File: config.mk
export PLATFORM = sky130hd
export DESIGN_NAME = if_stream_loader_flat
export DESIGN_NICKNAME = d
export VERILOG_FILES = /design/src/rtl/if_stream_loader_if.sv /design/src/rtl/if_stream_loader.sv /design/src/flat_wrapper.sv
export SDC_FILE = /design/constraint.sdc
export NUM_CORES = 1
export LEC_CHECK = 0
export CORE_ASPECT_RATIO = 1.1
export CORE_MARGIN = 10
export CORE_UTILIZATION = 53
export DETAILED_ROUTE_END_ITERATION = 16
export GPL_TIMING_DRIVEN = 0
export HOLD_SLACK_MARGIN = 0.15
export PLACE_DENSITY_LB_ADDON = 0.08
export SYNTH_ARGS = -nofsm -noshare
export SYNTH_HDL_FRONTEND = slang
export SYNTH_SLANG_ARGS = --single-unit
File: constraint.sdc
create_clock -name clk -period 4 [get_ports clk]
set_input_delay 1 -clock clk [delete_from_list [all_inputs] [get_ports clk]]
set_output_delay 1 -clock clk [all_outputs]
set_load 0.03 [all_outputs]
File: src/rtl/if_stream_loader_if.sv
// Memory read port and IF buffer write port of the stream loader.
// master = loader side, slave = memory/IF buffer side.
interface if_stream_loader_if #(
    parameter int DATA_WIDTH = 8,
    parameter int ADDR_LEN   = 16
) ();
    logic                  mem_ren;
    logic [ADDR_LEN-1:0]   mem_addr;
    logic [DATA_WIDTH-1:0] mem_rdata;
    logic                  if_full;
    logic                  if_wen;
    logic [DATA_WIDTH+1:0] if_din;

    modport master (
        output mem_ren, mem_addr, if_wen, if_din,
        input  mem_rdata, if_full
    );

    modport slave (
        input  mem_ren, mem_addr, if_wen, if_din,
        output mem_rdata, if_full
    );
endinterface

File: src/rtl/if_stream_loader.sv
// Streams a feature map row by row from synchronous-read memory into the IF
// buffer, tagging each word with start/end-of-row flags.
module if_stream_loader #(
    parameter int DATA_WIDTH = 8,
    parameter int ADDR_LEN   = 16,
    parameter int LEN_W      = 8
) (
    input  logic                clk,
    input  logic                rst,
    input  logic                start,
    input  logic [ADDR_LEN-1:0] base_addr,
    input  logic [LEN_W-1:0]    row_len,
    input  logic [LEN_W-1:0]    num_rows,
    if_stream_loader_if.master  bus,
    output logic                busy,
    output logic                done
);
    localparam int WORD_W = DATA_WIDTH + 2;

    typedef enum logic [1:0] {IDLE, RUN, DRAIN, DONE} state_e;

    state_e              state_q, state_d;
    logic [ADDR_LEN-1:0] addr_q, addr_d;
    logic [LEN_W-1:0]    col_q, col_d;
    logic [LEN_W-1:0]    row_q, row_d;
    logic [LEN_W-1:0]    rowLen_q, rowLen_d;
    logic [LEN_W-1:0]    numRows_q, numRows_d;
    logic                inflight_q;
    logic                tagSor_q, tagEor_q;
    logic [1:0]          occ_q, occ_d;
    logic [WORD_W-1:0]   skid0_q, skid0_d;
    logic [WORD_W-1:0]   skid1_q, skid1_d;

    logic              memRen;
    logic              pop;
    logic              push;
    logic              colLast;
    logic              lastRead;
    logic [2:0]        credit;
    logic [WORD_W-1:0] pushWord;

    assign pop      = (occ_q != 2'd0) && !bus.if_full;
    assign push     = inflight_q;
    assign pushWord = {tagSor_q, tagEor_q, bus.mem_rdata};
    assign colLast  = (col_q == rowLen_q - LEN_W'(1));
    assign lastRead = colLast && (row_q == numRows_q - LEN_W'(1));

    // Words already buffered plus the one in flight, minus the one leaving now,
    // must leave room for the read issued this cycle.
    assign credit = {1'b0, occ_q} + {2'b00, inflight_q} - {2'b00, pop};
    assign memRen = (state_q == RUN) && (credit < 3'd2);

    assign bus.mem_ren  = memRen;
    assign bus.mem_addr = addr_q;
    assign bus.if_wen   = pop;
    assign bus.if_din   = skid0_q;
    assign busy         = (state_q != IDLE);
    assign done         = (state_q == DONE);

    always_comb begin
        state_d   = state_q;
        addr_d    = addr_q;
        col_d     = col_q;
        row_d     = row_q;
        rowLen_d  = rowLen_q;
        numRows_d = numRows_q;
        case (state_q)
            IDLE: begin
                if (start) begin
                    addr_d    = base_addr;
                    rowLen_d  = row_len;
                    numRows_d = num_rows;
                    col_d     = '0;
                    row_d     = '0;
                    if (row_len == '0 || num_rows == '0) begin
                        state_d = DONE;
                    end else begin
                        state_d = RUN;
                    end
                end
            end
            RUN: begin
                if (memRen) begin
                    addr_d = addr_q + ADDR_LEN'(1);
                    if (colLast) begin
                        col_d = '0;
                        row_d = row_q + LEN_W'(1);
                    end else begin
                        col_d = col_q + LEN_W'(1);
                    end
                    if (lastRead) begin
                        state_d = DRAIN;
                    end
                end
            end
            DRAIN: begin
                if (occ_q == 2'd0 && !inflight_q && !pop) begin
                    state_d = DONE;
                end
            end
            DONE: begin
                state_d = IDLE;
            end
            default: state_d = IDLE;
        endcase
    end

    always_comb begin
        occ_d   = occ_q;
        skid0_d = skid0_q;
        skid1_d = skid1_q;
        case ({push, pop})
            2'b10: begin
                if (occ_q == 2'd0) begin
                    skid0_d = pushWord;
                end else begin
                    skid1_d = pushWord;
                end
                occ_d = occ_q + 2'd1;
            end
            2'b01: begin
                skid0_d = skid1_q;
                occ_d   = occ_q - 2'd1;
            end
            2'b11: begin
                if (occ_q == 2'd1) begin
                    skid0_d = pushWord;
                end else begin
                    skid0_d = skid1_q;
                    skid1_d = pushWord;
                end
            end
            default: ;
        endcase
    end

    always_ff @(posedge clk) begin
        if (rst) begin
            state_q    <= IDLE;
            addr_q     <= '0;
            col_q      <= '0;
            row_q      <= '0;
            rowLen_q   <= '0;
            numRows_q  <= '0;
            inflight_q <= 1'b0;
            tagSor_q   <= 1'b0;
            tagEor_q   <= 1'b0;
            occ_q      <= 2'd0;
            skid0_q    <= '0;
            skid1_q    <= '0;
        end else begin
            state_q    <= state_d;
            addr_q     <= addr_d;
            col_q      <= col_d;
            row_q      <= row_d;
            rowLen_q   <= rowLen_d;
            numRows_q  <= numRows_d;
            inflight_q <= memRen;
            tagSor_q   <= (col_q == '0);
            tagEor_q   <= colLast;
            occ_q      <= occ_d;
            skid0_q    <= skid0_d;
            skid1_q    <= skid1_d;
        end
    end
endmodule
File: src/flat_wrapper.sv
// flat-port wrapper written by rule: the top's interface ports become plain ports
module if_stream_loader_flat 
#(
    parameter int DATA_WIDTH = 8,
    parameter int ADDR_LEN   = 16,
    parameter int LEN_W      = 8
)
  (clk, rst, start, base_addr, row_len, num_rows, busy, done, bus_mem_ren, bus_mem_addr, bus_if_wen, bus_if_din, bus_mem_rdata, bus_if_full);
  if_stream_loader_if #(.DATA_WIDTH(DATA_WIDTH), .ADDR_LEN(ADDR_LEN)) bus_i ();
  input  logic clk;
  input  logic rst;
  input  logic start;
  input  logic [ADDR_LEN-1:0] base_addr;
  input  logic [LEN_W-1:0] row_len;
  input  logic [LEN_W-1:0] num_rows;
  output logic busy;
  output logic done;
  output wire logic [$bits(bus_i.mem_ren)-1:0] bus_mem_ren;
  output wire logic [$bits(bus_i.mem_addr)-1:0] bus_mem_addr;
  output wire logic [$bits(bus_i.if_wen)-1:0] bus_if_wen;
  output wire logic [$bits(bus_i.if_din)-1:0] bus_if_din;
  input wire logic [$bits(bus_i.mem_rdata)-1:0] bus_mem_rdata;
  input wire logic [$bits(bus_i.if_full)-1:0] bus_if_full;
  assign bus_mem_ren = bus_i.mem_ren;
  assign bus_mem_addr = bus_i.mem_addr;
  assign bus_if_wen = bus_i.if_wen;
  assign bus_if_din = bus_i.if_din;
  assign bus_i.mem_rdata = bus_mem_rdata;
  assign bus_i.if_full = bus_if_full;
  if_stream_loader #(.DATA_WIDTH(DATA_WIDTH), .ADDR_LEN(ADDR_LEN), .LEN_W(LEN_W)) u_core (.clk(clk), .rst(rst), .start(start), .base_addr(base_addr), .row_len(row_len), .num_rows(num_rows), .bus(bus_i), .busy(busy), .done(done));
endmodule
==> flow_metrics.py <==
metrics = {
    "status": {
        "status": "finished, final reports clean",
    },
    "die": {
        "die_w_um": 105,
        "io_pins": 74,
        "start_util": 0.554,
        "fp-row-count": 33,
        "coreArea_mm2": 0.00756,
        "fp.dieH_um": 113,
        "dieArea_mm2": 0.0119,
    },
    "cts": {
        "clkTransAtPathRegs_ps": 80,
        "root_buffer": "clkbuf_8",
        "cts_tree": "built",
        "clkSinkCount": 75,
        "hold_buffers": 0,
        "cts_setup_buffers": 0,
        "insertion_delay_ps": 350,
        "cts.path.max_buffers": 2,
        "htree_levels": 3,
        "cts_buffers": 9,
    },
    "layout": {
        "diodes": 0,
        "nets": 667,
        "finalNonFillerCells": 716,
        "drive_gt1_frac": 0.0606,
        "syn_to_final_growth_pct": 27.1,
    },
    "detailed_routing": {
        "wl_met3_um": 635,
        "ant_nets": 0,
        "met2WireLength_um": 5880,
        "drc": 0,
        "drtIter0Drc": 279,
        "top_layer_used": "met4",
        "vias": 4145,
        "routedWlPerCell_um": 16.4,
        "avgViaCountPerCell": 5.79,
        "dr.pass1.iters": 5,
        "met1_length_um": 5090,
        "drt-total-wl_um": 11800,
    },
    "grt": {
        "grt_overflow": 0,
        "grt_pass1_vias": 4132,
        "grt_max_degree": 15,
        "grt_usage": 0.198,
        "grt_first_pass_wirelength_um": 20000,
        "grt_antenna_before_repair": 0,
    },
    "setup_path": {
        "crit_family": "adder cells",
        "critPathMaxStageDelay_ps": 510,
        "crit_chain": "clkdlybuf4s50_1 > nor2_4 > ha_1 > nor2_2 > fa_1 > nor3_2 > buf_4",
        "cp.arrival_ps": 2970,
        "end_kind": "output port",
        "crit_path_top_delay_cell": "clkdlybuf4s50_1",
        "critPathKind": "in2out",
        "start_kind": "input pin",
        "worst-path-buf-inv": 2,
        "cp_num_cells": 7,
        "critPathMaxFanout": 5,
        "required_ps": 3000,
        "reg2regPathDepth": 12,
    },
    "min_path": {
        "holdPathStages": 2,
        "hold_path.class": "reg2reg",
    },
    "placed_design": {
        "port_buffers": 73,
        "gp_congestion": 0.880,
        "dp_cells": 701,
        "dp_hpwl_um": 8790,
    },
    "logic_synthesis": {
        "ys.flop_type": "dfxtp_1",
        "synth_top_area_frac": 0.359,
        "yosysTopAreaCell": "dfxtp_1",
        "ys_seq_elements": 75,
        "synthTopCellsByArea": "dfxtp_1 36%, nand2_1 6.3%, ha_1 4.8%, nor3_1 4.2%, xnor2_1 4.0%",
        "ys_types": 60,
        "syn-num-nets": 584,
        "synth.most_common_cell": "dfxtp_1",
        "synth_warnings": 0,
        "async_flop_share": 0,
        "synth_seq_area_share": 0.359,
        "synth_edf_count": 0,
        "syn-cell-area_mm2": 0.00419,
        "postSynthAreaPerCell_um2": 8.00,
        "syn_inst": 523,
        "synth_common_cells": "75 x dfxtp_1, 70 x nand2_1, 44 x nor2_1",
    },
    "flow_run": {
        "maxCapViolations": 0,
    },
    "timing": {
        "slew_headroom": 0.487,
        "setup_viol_count_final": 0,
        "hold_slack_ps": 495,
        "post-route-min-period_ps": 3970,
        "worstMarginPinSlew_ps": 765,
        "fin_skew_ps": 10.9,
        "slew_violations": 0,
        "hold_viol_final": 0,
        "max_clock_freq_mhz": 252,
        "setup_tns_ps": 0,
        "min_period_over_period": 0.993,
    },
    "power_and_ir_drop": {
        "ir_worst_vdd_uv": 361,
        "powerDensity_mw_per_mm2": 721,
        "p_total_mw": 3.84,
        "leakagePower_nw": 1.94,
    },
}
[final cells by class]
class                           count  area, µm²
Multi-Input combinational cell    394       2510
Fill cell                         633       2230
Sequential cell                    75       1500
Timing Repair Buffer               73        728
Tap cell                          105        131
Clock buffer                        9        124
Clock inverter                      7        124
Buffer                             31        118
Inverter                           22       82.6
[sequential cells by signal, indices dropped and copies added, names as in the netlist]
name and count:
u_core.tagSor_q 1, u_core.skid1_q 10, u_core.bus.if_din 10, u_core.col_q 8, u_core.rowLen_q 8, u_core.row_q 8
u_core.state_q 2, u_core.numRows_q 8, u_core.inflight_q 1, u_core.occ_q 2, u_core.bus.mem_addr 16, u_core.tagEor_q 1
[metrics by stage]
| step | instance area [µm²] | util | setup WS, ps |
|---|---|---|---|
| final | 5320 | 0.704 | 29.1 |
| after global routing | 5320 | 0.704 | -6.70 |
| after CTS | 5310 | 0.702 | 19.6 |
| after detailed placement | 5060 | 0.669 | -517 |
| after global placement | 5060 | 0.669 | -495 |
| after floorplan | 4190 | - | 180 |
[worst paths after layout]
path                            start                   to  slack (ps)
setup / recovery          bus_if_full          bus_mem_ren          30
hold / removal    u_core.numRows_q[4]  u_core.numRows_q[4]         490
setup reg to reg      u_core.occ_q[1]      u_core.row_q[7]         450
hold reg to reg   u_core.numRows_q[4]  u_core.numRows_q[4]         490
[repair_timing]
item / CTS / global route
endpoints found under the setup margin: 22 / 22
pin swaps: 0 / 1
resized for setup: 8 / 5
[per-layer routing]
layer  GRT usage  up-vias
met5           0        -
met4      0.0604        0
met3      0.0397       19
met2       0.344      119
met1       0.240     1960
li1            -     2047
[power breakdown]
part / switching, mW / internal [mW] / leakage, nW
sequential: 0.184 / 0.927 / 0.613
clock: 0.309 / 0.420 / 0.120
combinational: 1.23 / 0.768 / 1.21
[worst register-to-register path: cells and delay by family (launching register included)]
| kind | cells | cell delay, ps |
|---|---|---|
| compound gates | 3 | 760 |
| fa+ha+maj | 3 | 1070 |
| buf+inv | 2 | 410 |
| flops | 1 | 390 |
| mux | 1 | 210 |
| simple gates | 3 | 640 |
[cell usage in the layout (no fill, tap or decap), types with 3 or more instances in the layout]
cell type / n
a211oi_1: 12
a21oi_1: 32
a222oi_1: 10
and2_1: 4
and3_1: 5
buf_1: 3
bufinv_16: 3
clkbuf_1: 27
clkbuf_8: 9
clkdlybuf4s50_1: 72
dfxtp_1: 75
ha_1: 16
inv_1: 21
mux2i_1: 15
nand2_1: 70
nand2b_1: 4
nand3_1: 17
nand3b_1: 3
nand4_1: 10
nor2_1: 42
nor2b_1: 4
nor3_1: 33
nor4_1: 9
o211ai_1: 3
o21ai_0: 14
o22ai_1: 4
o31ai_1: 5
or2_2: 5
or3_1: 4
or4_1: 5
xnor2_1: 18
xor2_1: 8
[cell families (layout without fill, tap and decap cells)]
kind of cell | after synthesis | after routing | share of synthesized area
and+or+nand+nor | 225 | 225 | 0.261
AOI/OAI and AO/OA | 110 | 110 | 0.187
DFF | 75 | 75 | 0.359
buffers and inverters | 54 | 142 | 0.0487
xor gates and xnor gates | 27 | 27 | 0.0565
adders and majority gates | 17 | 17 | 0.0526
muxes | 15 | 15 | 0.0359
No activity file was read; power rests on OpenSTA's default activity.
